### src/rtl/seq_divider_pkg.sv
// Shared constants and FSM encoding for the sequential signed divider.
// Imported by seq_divider and div_step.
package seq_divider_pkg;

  localparam int DATA_WIDTH = 32;
  // Wide enough to hold DATA_WIDTH iterations plus the terminal increment.
  localparam int COUNT_W    = 6;

  typedef enum logic [1:0] {
    S_IDLE   = 2'd0,
    S_DIVIDE = 2'd1,
    S_FIX    = 2'd2,
    S_DONE   = 2'd3
  } state_t;

endpackage

### src/rtl/seq_divider_div_step.sv
// One restoring-division iteration: shift {rem,q} left, trial-subtract |divisor|, restore on borrow.
// Purely combinational so a single step can be checked on its own.
module div_step #(
  parameter int W = seq_divider_pkg::DATA_WIDTH
) (
  input  logic [W-1:0] i_rem,
  input  logic [W-1:0] i_q,
  input  logic [W-1:0] i_dvs,
  output logic [W-1:0] o_rem,
  output logic [W-1:0] o_q
);

  logic [W:0] w_rem_sh;
  logic [W:0] w_trial;
  logic       w_ge;

  assign w_rem_sh = {i_rem, i_q[W-1]};
  assign w_trial  = w_rem_sh - {1'b0, i_dvs};

  // A shifted remainder at or above 2^W always clears the divisor, even when the
  // (W+1)-bit trial result would otherwise look negative.
  assign w_ge = w_rem_sh[W] | ~w_trial[W];

  assign o_rem = w_ge ? w_trial[W-1:0] : w_rem_sh[W-1:0];
  assign o_q   = {i_q[W-2:0], w_ge};

endmodule

### src/rtl/seq_divider.sv
// Multi-cycle signed restoring divider for the DIV path: quotient -> LO, remainder -> HI.
// Build option DIV_ZERO_FLAG_EN adds the div_zero output and a short path for a zero divisor.
module seq_divider #(
  parameter int DATA_WIDTH = seq_divider_pkg::DATA_WIDTH
) (
  input  logic                  clock,
  input  logic                  clear,
  input  logic                  start,
  input  logic [DATA_WIDTH-1:0] dividend,
  input  logic [DATA_WIDTH-1:0] divisor,
  output logic                  busy,
  output logic                  done,
  output logic [DATA_WIDTH-1:0] quotient,
  output logic [DATA_WIDTH-1:0] remainder,
`ifdef DIV_ZERO_FLAG_EN
  output logic                  div_zero,
`endif
  output logic [1:0]            o_dbg_state
);

  import seq_divider_pkg::*;

  localparam logic [COUNT_W-1:0] LAST_STEP = COUNT_W'(DATA_WIDTH - 1);

  state_t                  r_state;
  logic [COUNT_W-1:0]      r_count;
  logic [DATA_WIDTH-1:0]   r_rem;
  logic [DATA_WIDTH-1:0]   r_q;
  logic [DATA_WIDTH-1:0]   r_dvs;
  logic                    r_sign_dvd;
  logic                    r_sign_dvs;
  logic                    r_busy;
  logic                    r_done;
  logic [DATA_WIDTH-1:0]   r_quot;
  logic [DATA_WIDTH-1:0]   r_remd;
  logic [DATA_WIDTH-1:0]   w_rem_nxt;
  logic [DATA_WIDTH-1:0]   w_q_nxt;
`ifdef DIV_ZERO_FLAG_EN
  logic                    r_dz;
  logic                    r_div_zero;
`endif

  // An unsigned W-bit result holds the magnitude of -2^(W-1) exactly.
  function automatic logic [DATA_WIDTH-1:0] magnitude(input logic [DATA_WIDTH-1:0] v);
    return v[DATA_WIDTH-1] ? -v : v;
  endfunction

  div_step #(.W(DATA_WIDTH)) u_step (
    .i_rem (r_rem),
    .i_q   (r_q),
    .i_dvs (r_dvs),
    .o_rem (w_rem_nxt),
    .o_q   (w_q_nxt)
  );

  // Handshake: start is accepted only in IDLE; busy rises on the accepting edge and
  // drops when DONE exits; done is a one-cycle pulse while in DONE; results hold until the next FIX.
  always_ff @(posedge clock) begin
    if (clear) begin
      r_state    <= S_IDLE;
      r_count    <= '0;
      r_rem      <= '0;
      r_q        <= '0;
      r_dvs      <= '0;
      r_sign_dvd <= 1'b0;
      r_sign_dvs <= 1'b0;
      r_busy     <= 1'b0;
      r_done     <= 1'b0;
      r_quot     <= '0;
      r_remd     <= '0;
`ifdef DIV_ZERO_FLAG_EN
      r_dz       <= 1'b0;
      r_div_zero <= 1'b0;
`endif
    end else begin
      case (r_state)
        S_IDLE: begin
          if (start) begin
            r_sign_dvd <= dividend[DATA_WIDTH-1];
            r_sign_dvs <= divisor[DATA_WIDTH-1];
            r_q        <= magnitude(dividend);
            r_dvs      <= magnitude(divisor);
            r_rem      <= '0;
            r_count    <= '0;
            r_busy     <= 1'b1;
`ifdef DIV_ZERO_FLAG_EN
            if (divisor == '0) begin
              // Skip the iterations; FIX restores the dividend's sign onto its magnitude.
              r_dz    <= 1'b1;
              r_rem   <= magnitude(dividend);
              r_state <= S_FIX;
            end else begin
              r_dz    <= 1'b0;
              r_state <= S_DIVIDE;
            end
`else
            r_state    <= S_DIVIDE;
`endif
          end
        end

        S_DIVIDE: begin
          r_rem   <= w_rem_nxt;
          r_q     <= w_q_nxt;
          r_count <= r_count + 1'b1;
          if (r_count == LAST_STEP) begin
            r_state <= S_FIX;
          end
        end

        S_FIX: begin
`ifdef DIV_ZERO_FLAG_EN
          if (r_dz) begin
            r_quot     <= '1;
            r_div_zero <= 1'b1;
          end else begin
            r_quot     <= (r_sign_dvd ^ r_sign_dvs) ? -r_q : r_q;
          end
`else
          r_quot  <= (r_sign_dvd ^ r_sign_dvs) ? -r_q : r_q;
`endif
          // Truncating division: the remainder follows the dividend's sign.
          r_remd  <= r_sign_dvd ? -r_rem : r_rem;
          r_done  <= 1'b1;
          r_state <= S_DONE;
        end

        S_DONE: begin
          r_done     <= 1'b0;
          r_busy     <= 1'b0;
`ifdef DIV_ZERO_FLAG_EN
          r_div_zero <= 1'b0;
`endif
          r_state    <= S_IDLE;
        end

        default: r_state <= S_IDLE;
      endcase
    end
  end

  assign busy        = r_busy;
  assign done        = r_done;
  assign quotient    = r_quot;
  assign remainder   = r_remd;
  assign o_dbg_state = r_state;
`ifdef DIV_ZERO_FLAG_EN
  assign div_zero    = r_div_zero;
`endif

endmodule

### config.mk
export PLATFORM = sky130hd
export DESIGN_NAME = seq_divider
export DESIGN_NICKNAME = d
export VERILOG_FILES = /design/src/rtl/seq_divider_pkg.sv /design/src/rtl/seq_divider_div_step.sv /design/src/rtl/seq_divider.sv
export SDC_FILE = /design/constraint.sdc
export NUM_CORES = 1
export LEC_CHECK = 0
export ABC_AREA = 1
export BUFFER_PORTS_ARGS = -buffer_cell sky130_fd_sc_hd__buf_2
export CAP_MARGIN = 5
export CORE_AREA = 4 4 138 167
export DETAILED_ROUTE_END_ITERATION = 8
export DIE_AREA = 0 0 142 171
export GPL_ROUTABILITY_DRIVEN = 0
export PLACE_DENSITY = 0.84
export SKIP_CTS_REPAIR_TIMING = 1
export SLEW_MARGIN = 20
export SYNTH_ARGS = -nofsm -noshare
export SYNTH_HDL_FRONTEND = slang
export SYNTH_SLANG_ARGS = --single-unit
### constraint.sdc
create_clock -name clock -period 2.97 [get_ports clock]
set_input_delay 0.1485 -clock clock [delete_from_list [all_inputs] [get_ports clock]]
set_output_delay 0.1485 -clock clock [all_outputs]
set_load 0.05 [all_outputs]
==> impl_summary.txt, run 1 <==
----------------------------------------------------
[Status]
  Result of the run ... finished clean

[Route]
  Overall via count from detail_route ... 14,300
  Detailed-routing iteration count for the pre-antenna-repair pass ... 5
  Total wirelength of the detailed-routed design ... 39,400 um
  Average wire per cell in the routed design ... 15.5 um
  Per-cell via count in the routed design ... 5.59
  Post-detailed-route DRC marker count ... 0
  Initial DRC Count ... 1,194
  Number of nets with antenna violations after detailed routing ... 0

[Setup path]
  Critical path arrival ... 2930 ps
  Launching instance or port of the critical path ... r_q[31]
  Required time at the endpoint of the critical path ... 3330 ps
  Sort of element at the start of the critical path ... flop
  Length in cells of the worst reg-to-reg path ... 17
  CP Class ... reg2reg
  Worst R2R Start ... r_q[31]
  Stage delay of the slowest cell on the critical path ... 410 ps
  Most frequent cell on the critical path ... nand2_1
  Capture point of the worst path ... r_rem[25]
  Highest net fanout along the worst path ... 32
  CP Cell Sequence ... inv_1, ha_1, fa_1, inv_1, nand2_1, nand2_1, nand3_1, nand2_2, nand2_2, nand2_2, nand3_4, buf_4, nand3_1, nand2_1, inv_1, nand2_1, a21oi_1
  Critical Path End Type ... flop
  Reg-to-reg endpoint ... r_rem[25]
  Register-to-register setup slack ... 400 ps
  Cell with the largest stage delay on the worst path ... fa_1

[Global route]
  Global Route Usage Sum ... 0.322
  First-pass GRT wire length ... 64,200 um
  Maximum number of pins on one net before global-route repair ... 118
  Antenna violations before repair ... 0
  Grt ovf ... 0
  Number of global-route vias before repair ... 13,600

[Power]
  Switching power as a share of total power ... 0.527
  Clock power frac ... 0.163
  Proportion of power drawn by combinational gates ... 0.591
  Internal portion of total power ... 0.00666 W
  Worst supply voltage drop on vdd ... 0.000849 V
  Sequential share of power ... 0.247
  Sw power ... 0.00741 W
  Reported leakage power ... 7.54 nW
  Ratio of total power to cell area ... 983 nW/um^2

[Timing]
  Worst clock skew on the final layout ... 10.2 ps
  Number of endpoints with negative hold slack in the final report ... 0
  Setup-violating endpoint count in the final report ... 0
  Worst Hold Slack ... 8.93 ps
  Number of pins exceeding their max-slew limit in the final report ... 0
  Setup tns final ... 0 ps
  Period utilisation layout ... 0.865
  Clock period minus final worst setup slack ... 2570 ps
  Slew margin rel. ... 0.500
  Post-layout worst setup margin ... 402 ps
  Actual transition at the worst max-transition pin ... 749 ps
  Max Clk Rate ... 0.389 GHz
  Setup repair after global routing missed its margin ... false

[Die]
  I/O pin cnt ... 135
  Starting density of the core ... 0.600
  Area enclosed by the die boundary ... 24,300 um^2
  Vertical extent of the die ... 171 um
  Core area ... 21,500 um^2
  Row cnt ... 59
  Die width ... 142 um

[Place]
  Pre-CTS worst setup slack ... 513 ps
  Port Buf Inserts ... 134
  Area after DPL ... 13,700 um^2
  HPWL Detailed ... 29,900 um

[Layout]
  Inserted Diodes ... 0
  Number of filler cells placed in the layout ... 1,912
  Final non-filler cell area ... 14,300 um^2
  Share of final-layout standard cells stronger than drive strength 1 ... 0.0976
  Most frequent standard cell in the layout excluding fill and tap cells ... nand2_1
  Post-layout nets ... 2,371
  FF+latch area ... 3440 um^2
  Post-Route Utilization ... 0.666
  Total area of multi-input combinational cells ... 7740 um^2
  Commonest cells after routing, fill and taps aside ... 607 x nand2_1, 352 x inv_1, 221 x nor2_1, 172 x dfxtp_1, 165 x a21oi_1
  Area Overhead vs Synth ... 11.1%

[Clocking]
  TritonCTS clock tree ... built
  Clock-pin slew reported for the worst setup and hold paths after clock tree synthesis ... 70 ps
  Clock latency at the later pin of the worst-skew pair ... 440 ps
  Number of H-tree levels ... 4
  Count of clock tree sinks ... 172
  Largest buffer count on any clock path ... 2
  Root buffer selected by CTS ... clkbuf_16
  Num CTS Buffers ... 17

[Synthesis]
  Portion of synthesized cell area occupied by the leading cell type ... 0.267
  Cell area after synthesis ... 12,900 um^2
  Synth area leader ... dfxtp_1
  Syn nets ... 2,280
  Number of library cell types mapped by synthesis ... 47
  Synthesized netlist cell count ... 2,171
  Average cell area after synthesis ... 5.93 um^2
  Dominant cells by area after synthesis ... dfxtp_1 27%, nand2_1 18%, inv_1 10%
  Proportion of synthesized chip area in sequential cells ... 0.267
  Seq cells post-synth ... 172
  Yosys warns ... 0

[Job]
  Max-cap check violation count ... 0

[Min path]
  Worst hold-check path type ... in2reg
  Worst hold path depth ... 4

----------------------------------------------------
==> per-stage QoR <==
stage	std cells	power [W]
finish	2548	0.0141
global placement	2517	0.0114
detailed placement	2517	0.0116
CTS	2548	0.0139
global route	2548	0.0151
floorplan	2171	0.00956
==> logic make-up after synthesis <==
logic type	synth area share
xor gates and xnor gates	0.0442
adders and majority gates	0.0414
and+or+nand+nor	0.355
buffers and inverters	0.133
AOI/OAI and AO/OA	0.159
DFF	0.267
==> worst min-delay path by stage <==
stage | startpoint | endpoint | slack [ps]
5_1_grt | clear | quotient[16] | 30
4_1_cts | clear | quotient[28] | -3
2_1_floorplan | divisor[13] | r_dvs[13] | 330
3_3_place_gp | clear | quotient[28] | 460
3_5_place_dp | clear | quotient[28] | 460
6_report | clear | quotient[28] | 9
==> worst max-delay path, delay by kind of cell, from the launching register on <==
kind	cells	cell delay, ps
AO/OA/AOI/OAI	1	130
adder cells (fa/ha/maj)	2	650
buffers and inverters	4	540
flip-flops	1	340
AND/OR/NAND/NOR	10	820
==> sequential cells by signal (all words and copies together) (netlist names) <==
| name | count |
|---|---|
| r_sign_dvd | 1 |
| r_sign_dvs | 1 |
| o_dbg_state | 2 |
| r_count | 6 |
| busy | 1 |
| r_dvs | 32 |
| quotient | 32 |
| done | 1 |
| r_q | 32 |
| remainder | 32 |
| r_rem | 32 |
==> cell type report <==
type	instances	area share
clock inverters	11	0.00935
clock buffers	20	0.0326
multi-input cells	1558	0.541
flip-flops and latches	172	0.241
inverters	362	0.0949
well taps	274	0.0240
repair buffers	151	0.0577
==> power groups by stage <==
stage | combinational (W) | clock, W | sequential (W)
3_5_place_dp | 0.00809 | 0 | 0.00349
6_report | 0.00831 | 0.00229 | 0.00347
5_1_grt | 0.00916 | 0.00240 | 0.00354
3_3_place_gp | 0.00797 | 0 | 0.00348
2_1_floorplan | 0.00515 | 0 | 0.00441
4_1_cts | 0.00818 | 0.00230 | 0.00345
==> routing by layer <==
layer	vias to the layer above	share of wire	GRT usage
met2	617	0.48	0.548
met5	-	0	0
met3	141	0.072	0.0595
met4	0	0.066	0.217
met1	6414	0.38	0.364
li1	7082	-	-
==> synth_stat cells (all sizes together) <==
cell type  instances
a21oi            169
and3               4
o21a               2
o221ai            24
o21ai            127
dfxtp            172
inv              357
and2               5
nor4               6
a221oi             3
ha                41
fa                 1
o21bai             1
a211oi             2
or2                3
xnor2             22
nor3              26
buf               26
clkbuf            53
a31oi              6
nand4             22
o211ai            27
nand2            615
xor2              43
nor2             229
nand3b            12
clkinv             5
nand3            164
nor3b              1
a21o               2
o31ai              1
Power figures use the tool's default switching activity.
==> inputs of run 2 (changes only) <==
--- a/config.mk
+++ b/config.mk
@@ -5,14 +5,13 @@
 export SDC_FILE = /design/constraint.sdc
 export NUM_CORES = 1
 export LEC_CHECK = 0
-export ABC_AREA = 1
 export BUFFER_PORTS_ARGS = -buffer_cell sky130_fd_sc_hd__buf_2
 export CAP_MARGIN = 5
-export CORE_AREA = 4 4 138 167
+export CORE_AREA = 4 4 177 214
 export DETAILED_ROUTE_END_ITERATION = 8
-export DIE_AREA = 0 0 142 171
+export DIE_AREA = 0 0 181 218
 export GPL_ROUTABILITY_DRIVEN = 0
-export PLACE_DENSITY = 0.84
+export PLACE_DENSITY = 0.49
 export SKIP_CTS_REPAIR_TIMING = 1
 export SLEW_MARGIN = 20
 export SYNTH_ARGS = -nofsm -noshare
==> run 2 against run 1 <==
- global-route usage fell by 17 points
- die area grew 62%
- sequential cell count unchanged
- synthesized area decreased by 18%
- routed wire length fell by 19%
- first-iteration DRC count shrank 59%
- cell count shrank 21%
- utilization fell by 30 points
- critical path type unchanged
==> impl_summary.txt, run 2 <==
----------------------------------------------------
[Synthesis]
  Synthesized netlist cell count ... 1,378 (-37%)
  Average cell area after synthesis ... 7.71 um^2 (+30%)
  Number of library cell types mapped by synthesis ... 56 (+19%)
  Seq cells post-synth ... 172 (unchanged)
  Count of flip-flops with a built-in enable after synthesis ... 0 (unchanged)
  Syn nets ... 1,487 (-35%)
  Synth area leader ... dfxtp_1
  Proportion of synthesized chip area in sequential cells ... 0.324 (+0.0568)
  Ys async rst share ... 0 (unchanged)
  Top cells by count, synth ... 172 x dfxtp_1, 165 x nand2_1, 150 x nor2_1
  Most frequently used flop master after synthesis ... dfxtp_1
  Yosys warns ... 0 (unchanged)
  Cell area after synthesis ... 10,600 um^2 (-18%)
  Most used standard cell by instance count after synthesis ... dfxtp_1
  Portion of synthesized cell area occupied by the leading cell type ... 0.324 (+0.0568)
  Dominant cells by area after synthesis ... dfxtp_1 32%, xor2_1 7.6%, a211oi_1 5.9%

[Route]
  Detailed-routing iteration count for the pre-antenna-repair pass ... 5 (unchanged)
  Initial DRC Count ... 484 (-59%)
  Post-detailed-route DRC marker count ... 0 (unchanged)
  Number of nets with antenna violations after detailed routing ... 0 (unchanged)
  Average wire per cell in the routed design ... 15.8 um (+2.0%)
  Total wirelength of the detailed-routed design ... 31,800 um (-19%)
  Overall via count from detail_route ... 10,000 (-30%)
  Per-cell via count in the routed design ... 4.96 (-11%)

[Die]
  Starting density of the core ... 0.298 (-0.302)
  Die width ... 181 um (+27%)
  I/O pin cnt ... 135 (unchanged)
  Core area ... 35,700 um^2 (+66%)
  Row cnt ... 76 (+29%)
  Vertical extent of the die ... 218 um (+27%)
  Area enclosed by the die boundary ... 39,500 um^2 (+62%)

[Setup path]
  Sort of element at the start of the critical path ... flop
  Critical Path End Type ... flop
  Cell with the largest stage delay on the worst path ... fa_2
  Stage delay of the slowest cell on the critical path ... 360 ps (-50 ps)
  Highest net fanout along the worst path ... 17 (-47%)
  Critical path arrival ... 3260 ps (+330 ps)
  Required time at the endpoint of the critical path ... 3350 ps (+20 ps)
  CP Cell Sequence ... inv_2, ha_4, fa_2, nor2b_2, o31ai_1, a21oi_1, a21oi_2, o31ai_2, a211oi_2, o21ai_2, buf_12, nand3_1, mux2_2, nand2_1
  CP Class ... reg2reg

[Clocking]
  Clock latency at the later pin of the worst-skew pair ... 440 ps (about the same)
  Num CTS Buffers ... 17 (unchanged)
  Number of H-tree levels ... 4 (unchanged)
  TritonCTS clock tree ... built
  Clock-pin slew reported for the worst setup and hold paths after clock tree synthesis ... 70 ps (about the same)
  Largest buffer count on any clock path ... 2 (unchanged)
  Count of clock tree sinks ... 172 (unchanged)
  Root buffer selected by CTS ... clkbuf_16

[Timing]
  Worst Hold Slack ... 21.3 ps (+12.3 ps)
  Number of pins exceeding their max-slew limit in the final report ... 0 (unchanged)
  Slew margin rel. ... 0.398 (-0.102)
  Clock period minus final worst setup slack ... 2880 ps (+313 ps)
  Setup-violating endpoint count in the final report ... 0 (unchanged)
  Setup repair after global routing missed its margin ... true
  Number of endpoints with negative hold slack in the final report ... 0 (unchanged)
  Worst clock skew on the final layout ... 7.28 ps (-2.95 ps)
  Actual transition at the worst max-transition pin ... 900 ps (+151 ps)
  Period utilisation layout ... 0.970 (+0.105)
  Max Clk Rate ... 0.347 GHz (-11%)

[Layout]
  Most frequent standard cell in the layout excluding fill and tap cells ... dfxtp_1
  Share of final-layout standard cells stronger than drive strength 1 ... 0.197 (+0.0991)
  Final non-filler cell area ... 13,100 um^2 (-8.8%)
  Post-Route Utilization ... 0.366 (-0.300)
  Area Overhead vs Synth ... 22.9%
  Post-layout nets ... 1,647 (-31%)
  Commonest cells after routing, fill and taps aside ... 169 x dfxtp_1, 164 x nand2_1, 146 x nor2_1, 133 x buf_2, 110 x o21ai_0
  Inserted Diodes ... 0 (unchanged)

[Global route]
  Global Route Usage Sum ... 0.156 (-0.166)
  Maximum number of pins on one net before global-route repair ... 60 (-49%)
  Antenna violations before repair ... 1 (+1)
  First-pass GRT wire length ... 50,400 um (-21%)
  Number of global-route vias before repair ... 9,435 (-31%)
  Grt ovf ... 0 (unchanged)

[Place]
  Area after DPL ... 12,300 um^2 (-10%)
  HPWL Detailed ... 24,400 um (-19%)
  Port Buf Inserts ... 134 (unchanged)

[Min path]
  Worst hold-check path type ... in2reg

[Power]
  Worst supply voltage drop on vdd ... 0.000445 V (-48%)
  Reported leakage power ... 5.28 nW (-30%)
  Total power ... 0.0122 W (-13%)
  Ratio of total power to cell area ... 934 nW/um^2 (-5.1%)

[Job]
  Max-cap check violation count ... 0 (unchanged)

[Status]
  Result of the run ... finished clean

----------------------------------------------------
==> run 2: layout make-up <==
cell class	count	area [um^2]
clock buffers	17	425
multi-input cells	1075	6860
fillers	3755	22600
repair buffers	221	1400
flip-flops and latches	172	3450
clock inverters	14	145
well taps	468	586
inverters	51	191
==> run 2: kinds of logic after synthesis <==
group | count (synthesis) | share of synthesized area
AO/OA/AOI/OAI | 421 | 0.251
XOR/XNOR | 137 | 0.113
adder cells (fa/ha/maj) | 42 | 0.0502
buffers and inverters | 131 | 0.0468
flip-flops | 172 | 0.324
multiplexers | 23 | 0.0219
AND/OR/NAND/NOR | 452 | 0.193
==> run 2: through the flow <==
step                      setup WS [ps]  TNS (ps)  instances
after detailed placement          -2.88     -2.88       1982
after global routing              -36.0      -116       2018
final                              88.9         0       2018
after floorplan                    19.0         0       1378
after CTS                         -41.3     -89.4       2013
after global placement            -83.3      -130       1982
==> run 2: critical path: cells and delay by family, from the launching register on <==
family	cells	cell delay (ps)
AO/OA/AOI/OAI	6	1150
adder cells (fa/ha/maj)	2	520
AND/OR/NAND/NOR	3	290
multiplexers	1	290
flip-flops	1	340
buffers and inverters	2	250
==> run 2: per-layer routing <==
layer	wire length [um]	global-route usage	vias to the layer above	part of all wire
li1	-	-	5226	-
met1	14900	0.207	4584	0.47
met2	15500	0.269	179	0.49
met3	1100	0.0209	23	0.034
met4	350	0.0383	2	0.011
met5	13	0	-	0.00041
==> run 2: report_power, final <==
| part | internal, W | switching, W |
|---|---|---|
| combinational | 0.00226 | 0.00416 |
| clock | 0.00124 | 0.00100 |
| sequential | 0.00293 | 0.000600 |
| total | 0.00642 | 0.00577 |
==> run 2: final timing paths <==
path | startpoint | endpoint | slack (ps) | cells past startpoint
setup / recovery | r_q[31] | r_rem[29] | 90 | 14
hold / removal | divisor[0] | r_dvs[0] | 20 | 3
setup reg to reg | r_q[31] | r_rem[29] | 90 | 14
hold reg to reg | r_dvs[16] | r_dvs[16] | 450 | 2
==> inputs of run 3 (changes only) <==
--- a/config.mk
+++ b/config.mk
@@ -7,11 +7,11 @@
 export LEC_CHECK = 0
 export BUFFER_PORTS_ARGS = -buffer_cell sky130_fd_sc_hd__buf_2
 export CAP_MARGIN = 5
-export CORE_AREA = 4 4 177 214
+export CORE_AREA = 4 4 139 167
 export DETAILED_ROUTE_END_ITERATION = 8
-export DIE_AREA = 0 0 181 218
+export DIE_AREA = 0 0 143 171
 export GPL_ROUTABILITY_DRIVEN = 0
-export PLACE_DENSITY = 0.49
+export PLACE_DENSITY = 0.72
 export SKIP_CTS_REPAIR_TIMING = 1
 export SLEW_MARGIN = 20
 export SYNTH_ARGS = -nofsm -noshare
==> run 3 against run 2 <==
- first-iteration DRC count is 62% higher
- maximum frequency is 1.4% higher
- sequential share of layout area increased by 0.62 points
- die area down 38%
- hold slack improved by 1.4 ps
- global-route usage is 7.0 points higher
- register-to-register slack better by 40 ps
- critical endpoint is now r_rem[25]
- highest routed layer unchanged
- sequential cell count unchanged
- via count up 1.9%
- critical path type unchanged
- setup slack improved by 39 ps
==> impl_summary.txt, run 3 (synthesis results as in run 2) <==
----------------------------------------------------
[Die]
  Row cnt ... 59 (-22%)
  I/O pin cnt ... 135 (unchanged)
  Area enclosed by the die boundary ... 24,500 um^2 (-38%)
  Vertical extent of the die ... 171 um (-22%)
  Starting density of the core ... 0.491 (+0.193)
  Die width ... 143 um (-21%)
  Core area ... 21,600 um^2 (-39%)

[Timing]
  Max Clk Rate ... 0.352 GHz (+1.4%)
  Actual transition at the worst max-transition pin ... 780 ps (-120 ps)
  Worst clock skew on the final layout ... 11.5 ps (+4.21 ps)
  Clock period minus final worst setup slack ... 2840 ps (-38.9 ps)
  Setup repair after global routing missed its margin ... true
  Number of endpoints with negative hold slack in the final report ... 0 (unchanged)
  Period utilisation layout ... 0.957 (-0.0131)
  Slew margin rel. ... 0.480 (+0.0823)
  Number of pins exceeding their max-slew limit in the final report ... 0 (unchanged)
  Setup-violating endpoint count in the final report ... 0 (unchanged)
  Post-layout worst setup margin ... 128 ps (+38.9 ps)
  Setup tns final ... 0 ps (unchanged)

[Layout]
  Most frequent standard cell in the layout excluding fill and tap cells ... dfxtp_1
  Share of final-layout standard cells stronger than drive strength 1 ... 0.191 (-0.00559)
  Final non-filler cell area ... 12,800 um^2 (-2.3%)
  Inserted Diodes ... 0 (unchanged)
  Post-layout nets ... 1,639 (-0.49%)
  Number of filler cells placed in the layout ... 1,933 (-49%)
  Commonest cells after routing, fill and taps aside ... 169 x dfxtp_1, 164 x nand2_1, 149 x nor2_1, 133 x buf_2, 116 x o21ai_0
  Area Overhead vs Synth ... 20.0%

[Route]
  Initial DRC Count ... 786 (+62%)
  Total wirelength of the detailed-routed design ... 28,000 um (-12%)
  Detailed-routing iteration count for the pre-antenna-repair pass ... 6 (+1)
  Overall via count from detail_route ... 10,200 (+1.9%)
  Per-cell via count in the routed design ... 5.61 (+13%)
  Number of nets with antenna violations after detailed routing ... 0 (unchanged)
  Average wire per cell in the routed design ... 15.4 um (-2.2%)
  Post-detailed-route DRC marker count ... 0 (unchanged)

[Setup path]
  Critical path arrival ... 3210 ps (-50 ps)
  Length in cells of the worst reg-to-reg path ... 13 (-1)
  Highest net fanout along the worst path ... 10 (-7)
  Required time at the endpoint of the critical path ... 3330 ps (-20 ps)
  Sort of element at the start of the critical path ... flop
  Critical Path End Type ... flop
  CP Class ... reg2reg

[Status]
  Result of the run ... finished clean

[Place]
  Port Buf Inserts ... 134 (unchanged)
  Area after DPL ... 12,000 um^2 (-2.6%)
  HPWL Detailed ... 20,500 um (-16%)
  Pre-CTS worst setup slack ... 0.628 ps (+3.51 ps)

[Power]
  Sequential share of power ... 0.287 (-0.003)
  Internal portion of total power ... 0.00632 W (-1.5%)
  Sw power ... 0.00570 W (-1.2%)
  Switching power as a share of total power ... 0.474 (+0.000886)
  Clock power frac ... 0.184 (about the same)
  Worst supply voltage drop on vdd ... 0.000601 V (+35%)
  Ratio of total power to cell area ... 942 nW/um^2 (+0.95%)
  Proportion of power drawn by combinational gates ... 0.529 (+0.002)
  Reported leakage power ... 5.24 nW (-0.76%)

[Clocking]
  Clock latency at the later pin of the worst-skew pair ... 440 ps (about the same)
  Num CTS Buffers ... 17 (unchanged)
  Clock-pin slew reported for the worst setup and hold paths after clock tree synthesis ... 70 ps (about the same)
  Largest buffer count on any clock path ... 2 (unchanged)
  TritonCTS clock tree ... built
  Count of clock tree sinks ... 172 (unchanged)
  Root buffer selected by CTS ... clkbuf_16
  Number of H-tree levels ... 4 (unchanged)

[Global route]
  Antenna violations before repair ... 1 (unchanged)
  First-pass GRT wire length ... 45,800 um (-9.1%)
  Grt ovf ... 0 (unchanged)
  Number of global-route vias before repair ... 9,364 (-0.75%)
  Global Route Usage Sum ... 0.226 (+0.0697)
  Maximum number of pins on one net before global-route repair ... 77 (+28%)

[Job]
  Max-cap check violation count ... 0 (unchanged)

[Min path]
  Worst hold path depth ... 3 (unchanged)
  Worst hold-check path type ... in2reg

----------------------------------------------------
==> run 3: cell types whose count changed in the layout (fill, tap and decap cells not counted), sizes merged <==
cell / change
buf: -7
clkinvlp: -1
bufinv: -1
clkinv: -1
inv: +3
==> run 3: per-layer routing <==
layer  part of all wire  wire, um  GRT usage
met5            0.00025         7          0
met1               0.48     13500      0.325
met2               0.44     12400      0.346
met4              0.018       493     0.0736
met3              0.055      1550     0.0338
==> run 3: critical path, stage by stage (launching register included) <==
cell,delay (ps)
dfxtp_2,320
inv_1,80
ha_4,210
a21oi_2,160
o21ai_1,100
or4_4,460
a221oi_4,340
o31ai_4,130
a211oi_2,290
o21a_1,210
buf_12,140
buf_4,140
a32oi_1,100
o21ai_0,90
==> run 3: metrics by stage <==
| step | total power, W | std cells | util | hold slack (ps) |
|---|---|---|---|---|
| 2_1_floorplan | 0.00793 | 1378 | - | 284 |
| 3_3_place_gp | 0.00950 | 1778 | 0.553 | 441 |
| 6_report | 0.0120 | 1817 | 0.590 | 22.6 |
| 4_1_cts | 0.0118 | 1810 | 0.580 | 5.45 |
| 3_5_place_dp | 0.00960 | 1778 | 0.553 | 445 |
| 5_1_grt | 0.0129 | 1817 | 0.590 | 18.0 |
==> run 3: power groups by stage <==
stage                     sequential, W  clock [W]  combinational [W]
after global routing            0.00353    0.00234            0.00703
after CTS                       0.00343    0.00225            0.00616
after global placement          0.00346          0            0.00604
final                           0.00345    0.00221            0.00636
after floorplan                 0.00440          0            0.00353
after detailed placement        0.00348          0            0.00612
==> run 3: layout make-up <==
type	instances	area (um^2)	area share
repair buffers	213	1330	0.104
flip-flops and latches	172	3450	0.270
clock buffers	18	429	0.0337
well taps	274	343	0.0269
clock inverters	14	153	0.0120
inverters	51	191	0.0150
multi-input cells	1075	6860	0.538
==> run 3: worst paths after layout <==
path                                  from   endpoint  slack [ps]
worst min register to register   r_dvs[18]  r_dvs[18]         450
worst max register to register   r_dvs[15]  r_rem[25]         130
worst max-delay path             r_dvs[15]  r_rem[25]         130
worst min-delay path            divisor[0]   r_dvs[0]          20
